--- src/rtl/spi_edge_tx_if.sv ---
// Signal bundle between the edge detector / SPI pads and the spi_edge_tx return-path transmitter.
// master = the side that produces pixels and drives the SPI pins; slave = spi_edge_tx itself.
interface spi_edge_tx_if;
    logic [1:0] edgeVal;
    logic       edgeValid;
    logic       inReady;
    logic       spiClk;
    logic       ncs;
    logic       sdo;
    logic       sdoEn;
    logic       overflow;
    logic [6:0] fifoCount;

    modport master (
        output edgeVal,
        output edgeValid,
        output spiClk,
        output ncs,
        input  inReady,
        input  sdo,
        input  sdoEn,
        input  overflow,
        input  fifoCount
    );

    modport slave (
        input  edgeVal,
        input  edgeValid,
        input  spiClk,
        input  ncs,
        output inReady,
        output sdo,
        output sdoEn,
        output overflow,
        output fifoCount
    );
endinterface

--- src/rtl/spi_edge_tx.sv ---
// SPI mode-0 slave transmitter: packs 2-bit edge values four per byte into a FIFO and shifts them out on sdo.
// Optional macro SPI_EDGE_TX_STATUS_EN prefixes every transaction with a {overflow, fifoCount} status byte.
module spi_edge_tx #(
    parameter int         FIFO_DEPTH = 16,
    parameter logic [7:0] FILL_BYTE  = 8'h00
) (
    input logic          mainClk,
    input logic          rst,
    spi_edge_tx_if.slave bus
);
    localparam int AW = (FIFO_DEPTH > 1) ? $clog2(FIFO_DEPTH) : 1;

    typedef enum logic [1:0] {
        ST_IDLE,
        ST_LOAD,
        ST_SHIFT
    } state_t;

    // ------------------------------------------------------------------
    // Pin synchronisers: bit 0 = spiClk, bit 1 = ncs.
    // Flops reset low, so an ncs fall can only be seen after ncs was sampled
    // high since reset; a transfer already running at reset is ignored.
    // ------------------------------------------------------------------
    logic [1:0] pin_raw;
    logic [1:0] pin_s2;
    logic [1:0] pin_s3;

    assign pin_raw = {bus.ncs, bus.spiClk};

    genvar gi;
    generate
        for (gi = 0; gi < 2; gi++) begin : g_sync
            logic [2:0] sh_q;
            always_ff @(posedge mainClk) begin
                if (rst) begin
                    sh_q <= 3'b000;
                end else begin
                    sh_q <= {sh_q[1:0], pin_raw[gi]};
                end
            end
            assign pin_s2[gi] = sh_q[1];
            assign pin_s3[gi] = sh_q[2];
        end
    endgenerate

    logic spi_fall;
    logic ncs_fall;
    logic ncs_rise;

    assign spi_fall = !pin_s2[0] && pin_s3[0];
    assign ncs_fall = !pin_s2[1] && pin_s3[1];
    assign ncs_rise = pin_s2[1] && !pin_s3[1];

    // ------------------------------------------------------------------
    // FIFO bookkeeping
    // ------------------------------------------------------------------
    logic [7:0]    mem_q [FIFO_DEPTH];
    logic [AW-1:0] wr_ptr_q;
    logic [AW-1:0] rd_ptr_q;
    logic [6:0]    count_q;
    logic [6:0]    count_d;
    logic          fifo_empty;
    logic          fifo_full;
    logic          pop;
    logic [7:0]    head_byte;

    // ------------------------------------------------------------------
    // Packer
    // ------------------------------------------------------------------
    logic [7:0] pack_q;
    logic [7:0] pack_d;
    logic [1:0] pix_cnt_q;
    logic       push_q;
    logic       accept;
    logic       drop;

    // A completed byte waiting in push_q already owns a FIFO slot.
    assign fifo_empty = (count_q == 7'd0);
    assign fifo_full  = ((count_q + {6'd0, push_q}) >= 7'(FIFO_DEPTH));
    assign accept     = bus.edgeValid && !fifo_full;
    assign drop       = bus.edgeValid && fifo_full;
    assign head_byte  = fifo_empty ? FILL_BYTE : mem_q[rd_ptr_q];

    always_comb begin
        pack_d = pack_q;
        for (int k = 0; k < 4; k++) begin
            if (pix_cnt_q == 2'(k)) begin
                pack_d[7-2*k -: 2] = bus.edgeVal;
            end
        end
    end

    always_ff @(posedge mainClk) begin
        if (rst) begin
            pack_q    <= 8'h00;
            pix_cnt_q <= 2'd0;
            push_q    <= 1'b0;
        end else begin
            push_q <= accept && (pix_cnt_q == 2'd3);
            if (accept) begin
                pack_q    <= pack_d;
                pix_cnt_q <= pix_cnt_q + 2'd1;
            end
        end
    end

    always_ff @(posedge mainClk) begin
        if (push_q) begin
            mem_q[wr_ptr_q] <= pack_q;
        end
    end

    assign count_d = count_q + {6'd0, push_q} - {6'd0, pop};

    always_ff @(posedge mainClk) begin
        if (rst) begin
            wr_ptr_q <= '0;
            rd_ptr_q <= '0;
            count_q  <= 7'd0;
        end else begin
            count_q <= count_d;
            if (push_q) begin
                wr_ptr_q <= wr_ptr_q + AW'(1);
            end
            if (pop) begin
                rd_ptr_q <= rd_ptr_q + AW'(1);
            end
        end
    end

    // ------------------------------------------------------------------
    // Transmit FSM
    // ------------------------------------------------------------------
    state_t     state_q;
    state_t     state_d;
    logic [7:0] shreg_q;
    logic [7:0] shreg_d;
    logic [2:0] bit_cnt_q;
    logic [2:0] bit_cnt_d;
    logic       overflow_q;
    logic       overflow_d;
`ifdef SPI_EDGE_TX_STATUS_EN
    logic       status_q;
    logic       status_d;
`endif

    always_comb begin
        state_d    = state_q;
        shreg_d    = shreg_q;
        bit_cnt_d  = bit_cnt_q;
        overflow_d = overflow_q || drop;
        pop        = 1'b0;
`ifdef SPI_EDGE_TX_STATUS_EN
        status_d   = status_q;
`endif
        if (ncs_rise) begin
            state_d = ST_IDLE;
        end else begin
            case (state_q)
                ST_IDLE: begin
                    if (ncs_fall) begin
                        state_d = ST_LOAD;
                    end
                end
                ST_LOAD: begin
`ifdef SPI_EDGE_TX_STATUS_EN
                    shreg_d  = {overflow_q, count_q};
                    status_d = 1'b1;
`else
                    shreg_d = head_byte;
                    pop     = !fifo_empty;
`endif
                    bit_cnt_d = 3'd0;
                    state_d   = ST_SHIFT;
                end
                ST_SHIFT: begin
                    if (spi_fall) begin
                        if (bit_cnt_q == 3'd7) begin
                            shreg_d   = head_byte;
                            pop       = !fifo_empty;
                            bit_cnt_d = 3'd0;
`ifdef SPI_EDGE_TX_STATUS_EN
                            // Status byte fully sent: the MCU has seen the flag.
                            if (status_q) begin
                                status_d   = 1'b0;
                                overflow_d = drop;
                            end
`endif
                        end else begin
                            shreg_d   = {shreg_q[6:0], 1'b0};
                            bit_cnt_d = bit_cnt_q + 3'd1;
                        end
                    end
                end
                default: begin
                    state_d = ST_IDLE;
                end
            endcase
        end
    end

    always_ff @(posedge mainClk) begin
        if (rst) begin
            state_q    <= ST_IDLE;
            shreg_q    <= 8'h00;
            bit_cnt_q  <= 3'd0;
            overflow_q <= 1'b0;
`ifdef SPI_EDGE_TX_STATUS_EN
            status_q   <= 1'b0;
`endif
        end else begin
            state_q    <= state_d;
            shreg_q    <= shreg_d;
            bit_cnt_q  <= bit_cnt_d;
            overflow_q <= overflow_d;
`ifdef SPI_EDGE_TX_STATUS_EN
            status_q   <= status_d;
`endif
        end
    end

    assign bus.inReady   = !fifo_full;
    assign bus.sdo       = (state_q == ST_SHIFT) && shreg_q[7];
    assign bus.sdoEn     = (state_q == ST_SHIFT);
    assign bus.overflow  = overflow_q;
    assign bus.fifoCount = count_q;
endmodule

--- src/flat_wrapper.sv ---
// flat-port wrapper written by rule: the top's interface ports become plain ports
module spi_edge_tx_flat 
#(
    parameter int         FIFO_DEPTH = 16,
    parameter logic [7:0] FILL_BYTE  = 8'h00
)
  (mainClk, rst, bus_edgeVal, bus_edgeValid, bus_spiClk, bus_ncs, bus_inReady, bus_sdo, bus_sdoEn, bus_overflow, bus_fifoCount);
  spi_edge_tx_if bus_i ();
  input logic mainClk;
  input logic rst;
  input wire logic [$bits(bus_i.edgeVal)-1:0] bus_edgeVal;
  input wire logic [$bits(bus_i.edgeValid)-1:0] bus_edgeValid;
  input wire logic [$bits(bus_i.spiClk)-1:0] bus_spiClk;
  input wire logic [$bits(bus_i.ncs)-1:0] bus_ncs;
  output wire logic [$bits(bus_i.inReady)-1:0] bus_inReady;
  output wire logic [$bits(bus_i.sdo)-1:0] bus_sdo;
  output wire logic [$bits(bus_i.sdoEn)-1:0] bus_sdoEn;
  output wire logic [$bits(bus_i.overflow)-1:0] bus_overflow;
  output wire logic [$bits(bus_i.fifoCount)-1:0] bus_fifoCount;
  assign bus_i.edgeVal = bus_edgeVal;
  assign bus_i.edgeValid = bus_edgeValid;
  assign bus_i.spiClk = bus_spiClk;
  assign bus_i.ncs = bus_ncs;
  assign bus_inReady = bus_i.inReady;
  assign bus_sdo = bus_i.sdo;
  assign bus_sdoEn = bus_i.sdoEn;
  assign bus_overflow = bus_i.overflow;
  assign bus_fifoCount = bus_i.fifoCount;
  spi_edge_tx #(.FIFO_DEPTH(FIFO_DEPTH), .FILL_BYTE(FILL_BYTE)) u_core (.mainClk(mainClk), .rst(rst), .bus(bus_i));
endmodule
--- config.mk ---
export PLATFORM = sky130hd
export DESIGN_NAME = spi_edge_tx_flat
export DESIGN_NICKNAME = d
export VERILOG_FILES = /design/src/rtl/spi_edge_tx_if.sv /design/src/rtl/spi_edge_tx.sv /design/src/flat_wrapper.sv
export SDC_FILE = /design/constraint.sdc
export NUM_CORES = 1
export LEC_CHECK = 0
export ABC_AREA = 1
export BUFFER_PORTS_ARGS = -buffer_cell sky130_fd_sc_hd__buf_2
export CORE_ASPECT_RATIO = 0.5
export CORE_MARGIN = 3
export CORE_UTILIZATION = 67
export CTS_CLUSTER_SIZE = 24
export DETAILED_ROUTE_END_ITERATION = 12
export GPL_TIMING_DRIVEN = 0
export PLACE_DENSITY_LB_ADDON = 0.2
export RECOVER_POWER = 25
export SLEW_MARGIN = 5
export SYNTH_ARGS = -nofsm -noshare
export SYNTH_HDL_FRONTEND = slang
export SYNTH_SLANG_ARGS = --single-unit
--- constraint.sdc ---
create_clock -name mainClk -period 3.5 [get_ports mainClk]
set_clock_uncertainty 0.2 [all_clocks]
set_input_delay 0.175 -clock mainClk [delete_from_list [all_inputs] [get_ports mainClk]]
set_output_delay 0.175 -clock mainClk [all_outputs]
set_load 0.01 [all_outputs]
==> impl_metrics.py <==
metrics = {
    "sta": {
        "setup_viol": 0,
        "post-route-min-period_ps": 2710,
        "tightest_slew_ps": 832,
        "maxSlewHeadroom_pct": 44.3,
        "fin_hold_ws_ps": 202,
        "rsz0062_at_grt": "no",
        "drv_slew": 0,
        "final_hold_viol_count": 0,
        "period_share_pct": 77.6,
        "fin_tns_setup_ps": 0,
        "clock.fmax_mhz": 368,
    },
    "floorplanning": {
        "rows": 26,
        "initial_core_util_pct": 71.2,
        "fp.dieH_um": 80.9,
        "die_area_sq_mm": 0.0126,
        "die_w_um": 156,
        "core_area_sq_mm": 0.0105,
        "io_pins": 18,
    },
    "worst_setup_path": {
        "critPathTopFamily": "adder cells",
        "crit_required_ps": 3610,
        "crit_top_cell": "ha_1",
        "critPathArrivalTime_ps": 2820,
        "crit_chain": "ha_1 -> ha_1 -> nand2_1 -> o21ai_0 -> nand3_1 -> inv_1 -> ha_1 -> ha_1 -> nand3_1 -> nor2_1 -> xnor2_1 -> nor2_1",
        "crit_path_end_kind": "register",
        "critPathLaunchType": "register",
        "critPathKind": "register to register",
        "crit_fanout": 7,
        "max_stage_delay_ps": 420,
        "crit_slowest_cell": "dfxtp_1",
        "crit_buf_inv": 1,
    },
    "global_route": {
        "gr-usage-all-layers_pct": 30.0,
        "grt_overflow_total": 0,
        "grt_first_pass_wirelength_um": 28200,
        "grt_antenna_before_repair": 0,
        "grt_pass1_vias": 5404,
        "grt_max_degree": 18,
    },
    "detailed_routing": {
        "dr_total_vias": 5653,
        "remaining_drc_errors": 0,
        "antenna_left": 0,
        "first_pass_iters": 6,
        "routed_wl_um": 17900,
        "wl_per_cell_um": 19.2,
        "drt_iter0_markers": 795,
        "via_per_inst": 6.07,
    },
    "worst_hold_path": {
        "hp-class": "register to register",
    },
    "clock_network": {
        "clkSinkCount": 178,
        "cts_inserted_buffers": 17,
        "tritoncts": "yes",
        "cts-htree-levels": 4,
        "post_cts_resized": 0,
        "insertion_delay_ps": 430,
        "clockBufferDepth": 2,
        "root_buffer": "clkbuf_16",
        "clk_pin_slew_ps": 70,
    },
    "synthesis": {
        "ys_types": 36,
        "synth-main-ff-cell": "edfxtp_1",
        "netlist_instances": 737,
        "synth_edf_count": 128,
        "ys_seq_elements": 178,
        "synthArstFlopShare_pct": 0,
        "yosysWarnings": 0,
        "syn-cell-area_sq_mm": 0.00751,
        "syn_nets": 762,
        "synth.avg_cell_area_sq_um": 10.2,
        "ys_seq_area_share_pct": 64.5,
    },
    "finish": {
        "drive_above_1_share_pct": 8.85,
        "final_cell_mix": "nand2_1, edfxtp_1, nand3_1",
        "antenna_cells": 0,
        "nets": 803,
        "final_common_cell": "nand2_1",
        "syn_to_final_growth_pct": 12.2,
    },
    "pwr": {
        "leakage_uw": 0.00323,
        "power_density_mw_per_mm2": 525,
        "ir_drop_mv": 0.422,
    },
    "outcome": {
        "outcome": "finished clean",
    },
    "placed_design": {
        "dp.final_hpwl_um": 11300,
        "place.gp.congestion": 0.948,
        "port_buffers": 16,
    },
    "job": {
        "cap_violations": 0,
    },
}
[repair_timing]
item                                   4_1_cts  5_1_grt
hold buffers                                 6        0
setup endpoints to repair                    0        0
setup buffers                                0        0
endpoints found under the hold margin       15        0
[layout make-up]
type | instances | area (sq um)
plain buffers | 35 | 165
multi-input cells | 472 | 2300
inverters | 52 | 195
clock inverters | 14 | 176
repair buffers | 22 | 138
clock buffers | 18 | 429
well taps | 140 | 175
flip-flops and latches | 178 | 4840
fillers | 609 | 2110
[per-stage QoR]
stage | total power, uW | worst slack (ps) | instance area, sq um | utilization (%) | cells
CTS | 4410 | 843 | 8430 | 80.0 | 931
detailed placement | 2490 | 892 | 7760 | 73.6 | 893
global route | 4520 | 604 | 8430 | 79.9 | 931
finish | 4420 | 785 | 8430 | 79.9 | 931
global placement | 2480 | 955 | 7760 | 73.6 | 893
floorplan | 2440 | 1210 | 7510 | - | 737
[tightest hold or removal path, stage by stage (launching register included)]
cell and delay, ps:
dfxtp_1 300, inv_1 40, nor2_1 30
[report_power, final]
part           internal [uW]  switching (uW)  total (uW)
registers               2280            42.5        2320
logic                   46.7            81.3         128
clock network           1140             835        1970
total                   3460             959        4420
[per-layer routing]
layer | track usage, % | part of all wire, %
met1 | 40.3 | 39
met2 | 47.9 | 45
met3 | 6.60 | 12
met4 | 13.6 | 3.7
met5 | 0 | 0
[flip-flops by register name, indices dropped and copies added, names as in the netlist, 3 cells and up, named ones only]
name,count
u_core.mem_q,128
u_core.rd_ptr_q,4
u_core.shreg_q,8
u_core.bus.fifoCount,7
u_core.g_sync.sh_q,6
u_core.wr_ptr_q,4
u_core.bit_cnt_q,3
u_core.pack_q,8
[worst paths after layout]
kind / start / to / slack [ps] / cells after the start
max: u_core.bit_cnt_q[0]$_SDFFE_PP0P_ / u_core.bus.fifoCount[6]$_SDFF_PP0_ / 790 / 12
max reg2reg: u_core.bit_cnt_q[0]$_SDFFE_PP0P_ / u_core.bus.fifoCount[6]$_SDFF_PP0_ / 790 / 12
min: u_core.g_sync[0].sh_q[0]$_SDFF_PP0_ / u_core.g_sync[0].sh_q[1]$_SDFF_PP0_ / 200 / 2
min reg2reg: u_core.g_sync[0].sh_q[0]$_SDFF_PP0_ / u_core.g_sync[0].sh_q[1]$_SDFF_PP0_ / 200 / 2
[Yosys cell counts (2+ instances only)]
master,number,area [sq um]
nor3_1,4,20.0
nand4_1,9,56.3
xnor2_1,3,26.3
nand3_2,2,20.0
xor2_1,2,17.5
inv_1,50,188
buf_1,6,22.5
nand2_2,2,12.5
edfxtp_1,128,3840
or2_2,3,18.8
dfxtp_1,50,1000
a21oi_1,30,150
ha_1,18,225
o21ai_0,18,90.1
clkbuf_1,17,63.8
nand3_1,126,631
buf_2,9,45.0
nand2_1,188,706
nor2_1,55,206
[cell families after synthesis]
group	synth area share [%]
fa+ha+maj	3.00
xor+xnor	0.583
buf+inv	4.80
simple gates	23.3
flops	64.5
compound gates	3.83
(Power assumes the default switching activity.)
